$ cat src/rtl/band_seq_pkg.sv
// band_seq_pkg
//   Shared types and default sizing for the band-filter sequencer.
//   state_t     : sequencer FSM states (FILL, IDLE, RUN, DONE)
//   DEF_DEPTH   : default sample-queue depth (power of two)
//   DEF_TAPS    : default samples consumed per filter run
//   DEF_LAT     : default filter pipeline latency after the last tap
package band_seq_pkg;

  typedef enum logic [1:0] {
    FILL = 2'd0,
    IDLE = 2'd1,
    RUN  = 2'd2,
    DONE = 2'd3
  } state_t;

  localparam int DEF_DEPTH = 1024;
  localparam int DEF_TAPS  = 1021;
  localparam int DEF_LAT   = 2;

endpackage

$ cat src/rtl/band_seq_if.sv
// band_seq_if
//   Bundles the sample-queue and band-filter control signals of band_seq.
//   smpl_vld   : new sample pair present at the queue write port
//   wr_en      : queue write strobe
//   wr_ptr     : queue write address
//   rd_ptr     : queue read address shared by all band filters
//   sequencing : filter run enable (rising edge restarts the filters)
//   filt_vld   : one-cycle pulse, filter outputs valid
//   filled     : queue holds at least TAPS samples
//   overrun    : sticky, a sample arrived during a run
//   Modports: master = sample source / observer, slave = band_seq.
interface band_seq_if
  import band_seq_pkg::*;
#(
  parameter int DEPTH = DEF_DEPTH
) ();

  localparam int ADDR_W = $clog2(DEPTH);

  logic              smpl_vld;
  logic              wr_en;
  logic [ADDR_W-1:0] wr_ptr;
  logic [ADDR_W-1:0] rd_ptr;
  logic              sequencing;
  logic              filt_vld;
  logic              filled;
  logic              overrun;

  modport master (
    output smpl_vld,
    input  wr_en, wr_ptr, rd_ptr, sequencing, filt_vld, filled, overrun
  );

  modport slave (
    input  smpl_vld,
    output wr_en, wr_ptr, rd_ptr, sequencing, filt_vld, filled, overrun
  );

endinterface

$ cat src/rtl/band_seq_mod_ptr.sv
// mod_ptr
//   Modulo-DEPTH address pointer. DEPTH is a power of two, so the natural
//   wrap of an AW-bit adder gives the modulo. Priority: clr > load > inc.
//   clk      : clock, rising edge
//   clr      : synchronous clear to 0
//   load     : load load_val
//   load_val : value to load
//   inc      : advance by one (modulo DEPTH)
//   ptr      : current pointer value
module mod_ptr #(
  parameter int DEPTH = 1024,
  parameter int AW    = $clog2(DEPTH)
) (
  input  logic          clk,
  input  logic          clr,
  input  logic          load,
  input  logic [AW-1:0] load_val,
  input  logic          inc,
  output logic [AW-1:0] ptr
);

  logic [AW-1:0] ptr_reg;

  always_ff @(posedge clk) begin
    if (clr) begin
      ptr_reg <= '0;
    end else if (load) begin
      ptr_reg <= load_val;
    end else if (inc) begin
      ptr_reg <= ptr_reg + 1'b1;
    end
  end

  assign ptr = ptr_reg;

endmodule

$ cat src/rtl/band_seq.sv
// band_seq
//   Sequences the sample queue feeding a bank of band filters. Samples are
//   written at wr_ptr on every smpl_vld. Once TAPS samples are queued, each
//   new sample launches a run: rd_ptr sweeps the newest TAPS samples
//   (oldest first), sequencing stays high for TAPS+LAT cycles to cover the
//   filter pipeline, then filt_vld pulses for one cycle.
//   clk  : clock, rising edge
//   rst  : synchronous active-high reset
//   bus  : band_seq_if.slave (sample strobe in, queue/filter control out)
module band_seq
  import band_seq_pkg::*;
#(
  parameter int DEPTH = DEF_DEPTH,
  parameter int TAPS  = DEF_TAPS,
  parameter int LAT   = DEF_LAT
) (
  input logic        clk,
  input logic        rst,
  band_seq_if.slave  bus
);

  localparam int ADDR_W  = $clog2(DEPTH);
  localparam int RUN_LEN = TAPS + LAT;
  localparam int CNT_W   = $clog2(RUN_LEN + 1);

  // (W + 1 - TAPS) mod DEPTH rewritten as W + (DEPTH - TAPS + 1) so the
  // arithmetic never goes negative; TAPS <= DEPTH keeps the constant >= 1.
  localparam logic [ADDR_W-1:0] RD_OFFSET = ADDR_W'((DEPTH - TAPS + 1) % DEPTH);
  localparam logic [CNT_W-1:0]  TAPS_C    = CNT_W'(TAPS);
  localparam logic [CNT_W-1:0]  FILL_LAST = CNT_W'(TAPS - 1);
  localparam logic [CNT_W-1:0]  RUN_LAST  = CNT_W'(RUN_LEN - 1);

  state_t            state_reg, state_next;
  logic [CNT_W-1:0]  smpl_cnt_reg, smpl_cnt_next;
  logic [CNT_W-1:0]  tap_cnt_reg, tap_cnt_next;
  logic              filled_reg, filled_next;
  logic              overrun_reg, overrun_next;
  logic              rd_load, rd_inc;
  logic [ADDR_W-1:0] wr_ptr, rd_ptr;

  mod_ptr #(.DEPTH(DEPTH)) u_wr_ptr (
    .clk      (clk),
    .clr      (rst),
    .load     (1'b0),
    .load_val ('0),
    .inc      (bus.smpl_vld),
    .ptr      (wr_ptr)
  );

  mod_ptr #(.DEPTH(DEPTH)) u_rd_ptr (
    .clk      (clk),
    .clr      (rst),
    .load     (rd_load),
    .load_val (wr_ptr + RD_OFFSET),
    .inc      (rd_inc),
    .ptr      (rd_ptr)
  );

  always_ff @(posedge clk) begin
    if (rst) begin
      state_reg    <= FILL;
      smpl_cnt_reg <= '0;
      tap_cnt_reg  <= '0;
      filled_reg   <= 1'b0;
      overrun_reg  <= 1'b0;
    end else begin
      state_reg    <= state_next;
      smpl_cnt_reg <= smpl_cnt_next;
      tap_cnt_reg  <= tap_cnt_next;
      filled_reg   <= filled_next;
      overrun_reg  <= overrun_next;
    end
  end

  always_comb begin
    state_next    = state_reg;
    smpl_cnt_next = smpl_cnt_reg;
    tap_cnt_next  = tap_cnt_reg;
    filled_next   = filled_reg;
    overrun_next  = overrun_reg;
    rd_load       = 1'b0;
    rd_inc        = 1'b0;

    unique case (state_reg)
      FILL: begin
        if (bus.smpl_vld) begin
          if (smpl_cnt_reg != TAPS_C) begin
            smpl_cnt_next = smpl_cnt_reg + 1'b1;
          end
          // The pulse that brings the count to TAPS launches the first run;
          // wr_ptr still addresses the sample being written this cycle.
          if (smpl_cnt_reg == FILL_LAST) begin
            state_next   = RUN;
            filled_next  = 1'b1;
            rd_load      = 1'b1;
            tap_cnt_next = '0;
          end
        end
      end

      IDLE: begin
        if (bus.smpl_vld) begin
          state_next   = RUN;
          rd_load      = 1'b1;
          tap_cnt_next = '0;
        end
      end

      RUN: begin
        if (bus.smpl_vld) begin
          overrun_next = 1'b1;
        end
        // Address the TAPS samples, then hold while the pipeline drains.
        if (tap_cnt_reg < TAPS_C) begin
          rd_inc = 1'b1;
        end
        if (tap_cnt_reg == RUN_LAST) begin
          state_next = DONE;
        end else begin
          tap_cnt_next = tap_cnt_reg + 1'b1;
        end
      end

      DONE: begin
        // A sample here is written but does not start a run; DONE always
        // returns to IDLE so sequencing gets its low cycle.
        if (bus.smpl_vld) begin
          overrun_next = 1'b1;
        end
        state_next = IDLE;
      end

      default: state_next = FILL;
    endcase
  end

  assign bus.wr_en      = bus.smpl_vld;
  assign bus.wr_ptr     = wr_ptr;
  assign bus.rd_ptr     = rd_ptr;
  assign bus.sequencing = (state_reg == RUN);
  assign bus.filt_vld   = (state_reg == DONE);
  assign bus.filled     = filled_reg;
  assign bus.overrun    = overrun_reg;

endmodule

$ cat src/flat_wrapper.sv
// flat-port wrapper written by rule: the top's interface ports become plain ports
module band_seq_flat import band_seq_pkg::*;
#(
  parameter int DEPTH = DEF_DEPTH,
  parameter int TAPS  = DEF_TAPS,
  parameter int LAT   = DEF_LAT
)
  (clk, rst, bus_smpl_vld, bus_wr_en, bus_wr_ptr, bus_rd_ptr, bus_sequencing, bus_filt_vld, bus_filled, bus_overrun);
  band_seq_if #(.DEPTH(DEPTH)) bus_i ();
  input logic clk;
  input logic rst;
  input wire logic [$bits(bus_i.smpl_vld)-1:0] bus_smpl_vld;
  output wire logic [$bits(bus_i.wr_en)-1:0] bus_wr_en;
  output wire logic [$bits(bus_i.wr_ptr)-1:0] bus_wr_ptr;
  output wire logic [$bits(bus_i.rd_ptr)-1:0] bus_rd_ptr;
  output wire logic [$bits(bus_i.sequencing)-1:0] bus_sequencing;
  output wire logic [$bits(bus_i.filt_vld)-1:0] bus_filt_vld;
  output wire logic [$bits(bus_i.filled)-1:0] bus_filled;
  output wire logic [$bits(bus_i.overrun)-1:0] bus_overrun;
  assign bus_i.smpl_vld = bus_smpl_vld;
  assign bus_wr_en = bus_i.wr_en;
  assign bus_wr_ptr = bus_i.wr_ptr;
  assign bus_rd_ptr = bus_i.rd_ptr;
  assign bus_sequencing = bus_i.sequencing;
  assign bus_filt_vld = bus_i.filt_vld;
  assign bus_filled = bus_i.filled;
  assign bus_overrun = bus_i.overrun;
  band_seq #(.DEPTH(DEPTH), .TAPS(TAPS), .LAT(LAT)) u_core (.clk(clk), .rst(rst), .bus(bus_i));
endmodule
$ cat config.mk
export PLATFORM = sky130hd
export DESIGN_NAME = band_seq_flat
export DESIGN_NICKNAME = d
export VERILOG_FILES = /design/src/rtl/band_seq_pkg.sv /design/src/rtl/band_seq_if.sv /design/src/rtl/band_seq_mod_ptr.sv /design/src/rtl/band_seq.sv /design/src/flat_wrapper.sv
export SDC_FILE = /design/constraint.sdc
export NUM_CORES = 1
export LEC_CHECK = 0
export BUFFER_PORTS_ARGS = -buffer_cell sky130_fd_sc_hd__buf_2
export CORE_UTILIZATION = 62
export CTS_CLUSTER_DIAMETER = 200
export CTS_CLUSTER_SIZE = 28
export DETAILED_ROUTE_END_ITERATION = 7
export PLACE_DENSITY_LB_ADDON = 0.05
export SKIP_LAST_GASP = 1
export SYNTH_ARGS = -nofsm -noshare
export SYNTH_HDL_FRONTEND = slang
export SYNTH_SLANG_ARGS = --single-unit
$ cat constraint.sdc
create_clock -name clk -period 3.55 [get_ports clk]
set_clock_uncertainty 0.2 [all_clocks]
set_input_delay 0.355 -clock clk [delete_from_list [all_inputs] [get_ports clk]]
set_output_delay 0.355 -clock clk [all_outputs]
set_load 0.03 [all_outputs]
After elaboration in Yosys (flattened, before gate mapping)
Cells that the tools add are included.
{ "word_totals": {"reg_bits": 44, "in_bits": 3, "output_inout_bits": 25, "word_cells": 51} }
{ "classes": {"add_sub_neg": 5, "magnitude_cmp": 1, "eq_ne": 11, "n_mux": 18, "n_reduce_logical": 9} }
{ "ops": {"columns": ["operator", "n"], "rows": [
  ["$mux 10", 6],
  ["$add 10x1->10 const B", 4],
  ["$pmux 10 s3", 1],
  ["$eq 10x10->1 const B", 2],
  ["$add 10x3->10 const B", 1],
  ["$lt 10x10->1 const B", 1],
  ["$ne 10x10->1 const B", 1],
  ["$mux 2", 4],
  ["$pmux 2 s4", 1],
  ["$ne 2x2->1 const B", 3],
  ["$reduce_and 3->1", 2],
  ["$mux 1", 5],
  ["$reduce_and 5->1", 1],
  ["$eq 2x2->1 const B", 2],
  ["$ne 2x1->1 const B", 2],
  ["$reduce_and 4->1", 1],
  ["$reduce_bool 3->1", 1],
  ["$eq 2x1->1 const B", 1],
  ["$logic_not 2->1", 1],
  ["$pmux 1 s2", 1],
  ["$reduce_and 2->1", 1],
  ["$reduce_bool 2->1", 1],
  ["$reduce_or 2->1", 1]
]} }

Depth between registers and ports, before layout
{ "logic_depth": {"word_depth": 5, "depth_mapped": 7, "depth_no_buf": 6} }

By module
A second synthesis with hierarchy kept.
{ "hier_totals": {"cells_unflattened": 309, "area_unflattened_um2": 2623.8} }
{ "modules_own_cells": {"columns": ["mod", "n_inst", "cells_per_inst", "area_each_um2", "seq_area_each_um2"], "rows": [
  ["band_seq", 1, 173, 1497.7, 480.5],
  ["mod_ptr", 2, 68, 563.0, 200.2]
]} }

Least setup slack after synthesis
Ideal clock, no wire load.
{ "synth_path": {"path_kind": "reg-to-reg", "from": "register u_core.state_reg[0]", "to": "register u_core.u_rd_ptr.ptr_reg[3] (netlist: u_core.u_rd_ptr.ptr[3])", "setup_time_ns": 0.086, "arrival_time_ns": 1.652, "required_time_ns": 3.264, "slack_ns": 1.612, "path_stages_with_launch": 7, "path_buffers": 0, "period_less_slack_ns": 1.938, "path_cell_list": "dfxtp_1 > nand2b_1 > inv_1 > o31a_1 > nand4_1 > xor2_1 > a211oi_1"} }
{ "synth_via": {"elab_chain_len": 3, "word_cells_on_any_way": 7, "classes_between": "eq/ne (2); mux (3); reduce/logical (2)"} }
{ "synth_rtl": {"columns": ["item", "line_no", "rtl"], "rows": [
  ["from (decl)", "band_seq.sv:33", "state_t state_reg, state_next;"],
  ["from (signal assigned)", "band_seq.sv:67", "state_reg <= state_next;"],
  ["$eq 2x2->1", null, null],
  ["via bus_sequencing", "flat_wrapper.sv:16", "output wire logic [$bits(bus_i.sequencing)-1:0] bus_sequencing;"],
  ["$mux 1", "band_seq.sv:84", "unique case (state_reg)"],
  ["$reduce_bool 2->1 (no source line)", null, null],
  ["to (signal assigned)", "band_seq_mod_ptr.sv:28", "ptr_reg <= load_val;"],
  ["to (signal assigned)", "band_seq_mod_ptr.sv:30", "ptr_reg <= ptr_reg + 1'b1;"],
  ["to (decl)", "band_seq_mod_ptr.sv:22", "logic [AW-1:0] ptr_reg;"]
]} }
The timed path passes the listed nets, and every way through them passes these cells.
A chain may end at the register's enable or synchronous reset.

Worst setup path in the final report
{ "layout_path": {"from": "register u_core.smpl_cnt_reg[3]", "to": "register u_core.tap_cnt_reg[2]"} }
{ "layout_via": {"elab_chain_len": 3} }
{ "layout_rtl": {"columns": ["item", "line_no", "rtl"], "rows": [
  ["from (decl)", "band_seq.sv:34", "logic [CNT_W-1:0] smpl_cnt_reg, smpl_cnt_next;"],
  ["from (signal assigned)", "band_seq.sv:68", "smpl_cnt_reg <= smpl_cnt_next;"],
  ["$eq 10x10->1", "band_seq.sv:92", "if (smpl_cnt_reg == FILL_LAST) begin"],
  ["$ne 2x1->1 (no source line)", null, null],
  ["$reduce_and 5->1 (no source line)", null, null],
  ["to (signal assigned)", "band_seq.sv:69", "tap_cnt_reg <= tap_cnt_next;"],
  ["to (decl)", "band_seq.sv:35", "logic [CNT_W-1:0] tap_cnt_reg, tap_cnt_next;"]
]} }
No other way between the ends.

==> out/results.tsv <==
metric	value	unit
run_status	complete, no violations	
synth_xor_area_share	11.7	%
internal-power	0.713	mW
yosysTopAreaCell	dfxtp_1	
synth_cell_type_count	49	
cts_tree	done	
gr-total-overflow	0	
dpl_worst_slack	1400	ps
wl_per_cell	14.2	µm
hold_viol	0	
vias	1973	
synthCells	272	
r2r-start	u_core.smpl_cnt_reg[3]$_SDFFE_PP0P_	
synth_area	2320	µm²
yosys.area_share.simple	26.6	%
port_buffers	27	
p_seq_share	55.2	%
grt_pass1_vias	1790	
synthFlopType	dfxtp_1	
fin_crit_sh	61.8	%
finalInstanceArea	2560	µm²
place_area	2460	µm²
rows	21	
synth_area_per_cell	8.53	µm²
gp_congestion	0.858	
synth_edf_count	0	
drive_above_1_share	15.3	%
cp-startpoint	u_core.smpl_cnt_reg[3]$_SDFFE_PP0P_	
cts.sinks	44	
fin_tns_setup	0	ps
period_minus_slack	2200	ps
diodes	0	
grt_pass1_wl	8370	µm
cap_violations	0	
grt.total_usage	26.6	%
first_pass_iters	5	
clk-insertion-delay-late	300	ps
p_sw	0.203	mW
final_antenna_net_count	0	
required	3530	ps
ir_worst_vdd	321	µV
synthesis.nets	284	
areaGrowthSynthToFinish	10.2	%
cts_buffer_depth	2	
slew_viol_final	0	
synth_compound_area_share	15.0	%
worstSetupPathType	reg2reg	
viasPerCell	5.80	
hold_path_startpoint	bus_smpl_vld	
fin_nets	307	
grt_max_degree	38	
utilization	73.8	%
met1_length	2410	µm
end_kind	flip-flop	
synth_top_family_by_area	simple AND/OR/NAND/NOR gates	
post_cts_resized	0	
wirelength	4820	µm
antenna_found_initial	0	
die_w	63.2	µm
die_y	63.2	µm
crit_arrival	2170	ps
wl_met2	2120	µm
switching_share	22.1	%
multiInputGateArea	1360	µm²
clkTransAtPathRegs	80	ps
met3_length	217	µm
first_iter_violations	108	
path_max_fanout	16	
core	3470	µm²
ys_warn_count	0	
post_cts_buffers	0	
fin_ws	1350	ps
clockRootBuffer	clkbuf_8	
post_synth_main_area_contributors	dfxtp_1, xor2_1, xnor2_1, nor2_1, ha_1	
hp-class	in2reg	
synth_top_area_share	38.0	%
fill_cells	278	
drc	0	
hold_buffers	0	
htreeDepth	2	
setup_viol	0	
ios	28	
max_freq	456	MHz
synth-seq-cells	44	
p_leak	0.971	nW
ys_seq_area_share	38.0	%
dieArea	3990	µm²
synth_adder_area_share	4.85	%
start_kind	flip-flop	
hpwl	3450	µm
worst_pin_slew	682	ps
p_per_area	358	nW/µm²
synthMuxAreaShare	0.431	%
cts_buffers	5	
rsz0062_at_grt	no	
synthArstFlopShare	0	%
top_layer_used	met4	
slew_headroom	54.5	%
clockPowerShare	40.2	%
initial_core_util	66.9	%
regArea	881	µm²
pwr-share-comb	4.7	%
## power groups by stage
stage / clock network, mW / registers (mW) / logic [mW]
2_1_floorplan: 0 / 0.520 / 0.0301
3_3_place_gp: 0 / 0.516 / 0.0422
3_5_place_dp: 0 / 0.517 / 0.0427
4_1_cts: 0.373 / 0.505 / 0.0430
5_1_grt: 0.388 / 0.506 / 0.0479
6_report: 0.368 / 0.505 / 0.0429
## per-stage QoR
step                      instances  hold slack, ps  power (mW)
after floorplan                 272             266       0.550
after global placement          334             248       0.558
after detailed placement        334             257       0.559
after CTS                       340             260       0.922
after global routing            340             277       0.943
final                           340             268       0.916
## routing by layer
metal  GRT usage, %  up-vias
met5              0        -
met4           10.2        0
met3           3.80        7
met2           41.3       54
met1           37.1      901
li1               -     1011
## cell usage after synthesis (3+ instances only)
cell,instances
a211oi_1,7
nand2_1,22
a21oi_1,16
clkbuf_1,6
nor2_1,34
dfxtp_1,44
nand3_1,17
ha_1,9
inv_1,7
nor4_1,4
and4_1,4
a31oi_1,4
o31ai_1,3
nand2b_1,5
xnor2_1,15
or3_1,3
o21ai_0,8
and2_1,4
nand4_1,12
xor2_1,16
## worst max-delay path, cell delays in order (launching register included)
cell      delay, ps
dfxtp_1         400
and4_1          370
a41o_4          290
nand2_1         310
nand2b_1        400
nor2_1          100
## worst paths after layout
kind	end	slack [ps]	depth (start not counted)
worst min-delay path	u_core.bus.overrun$_SDFFE_PP0P_	270	3
worst min register to register	u_core.bus.overrun$_SDFFE_PP0P_	270	2
worst max-delay path	u_core.tap_cnt_reg[2]$_SDFFE_PP0P_	1350	5
worst max register to register	u_core.tap_cnt_reg[2]$_SDFFE_PP0P_	1350	5
## cells in the final DEF, fill, tap and decap left out, types with 2 or more instances in the layout
master | synthesis | routed
nand2b_1 | 5 | 5
a31oi_1 | 4 | 4
and4_1 | 4 | 4
nand3_1 | 17 | 17
dfxtp_1 | 44 | 44
or3_1 | 3 | 3
o21ai_0 | 8 | 8
xnor2_1 | 15 | 15
nor2_1 | 34 | 34
and2_1 | 4 | 4
o31ai_1 | 3 | 3
nor3_1 | 2 | 2
a21oi_1 | 16 | 16
or2_2 | 2 | 2
buf_2 | 1 | 27
ha_1 | 9 | 9
nand2_1 | 22 | 22
inv_1 | 7 | 7
a211oi_1 | 7 | 7
xor2_1 | 16 | 16
clkbuf_8 | 0 | 5
nand4_1 | 12 | 12
nor4_1 | 4 | 4
## logic make-up after synthesis
logic type                 Yosys count
AOI/OAI and AO/OA                   49
xor gates and xnor gates            31
adders and majority gates            9
buffers and inverters               18
DFF                                 44
muxes                                1
and+or+nand+nor                    120
## final cells by class
class / instances / area share (%)
clock buffer: 5 / 2.69
clock inverter: 1 / 1.17
inverter: 7 / 1.03
multi-input combinational: 210 / 53.2
sequential: 44 / 34.4
tap: 46 / 2.25
timing repair buffer: 27 / 5.28
(Power assumes the default switching activity.)
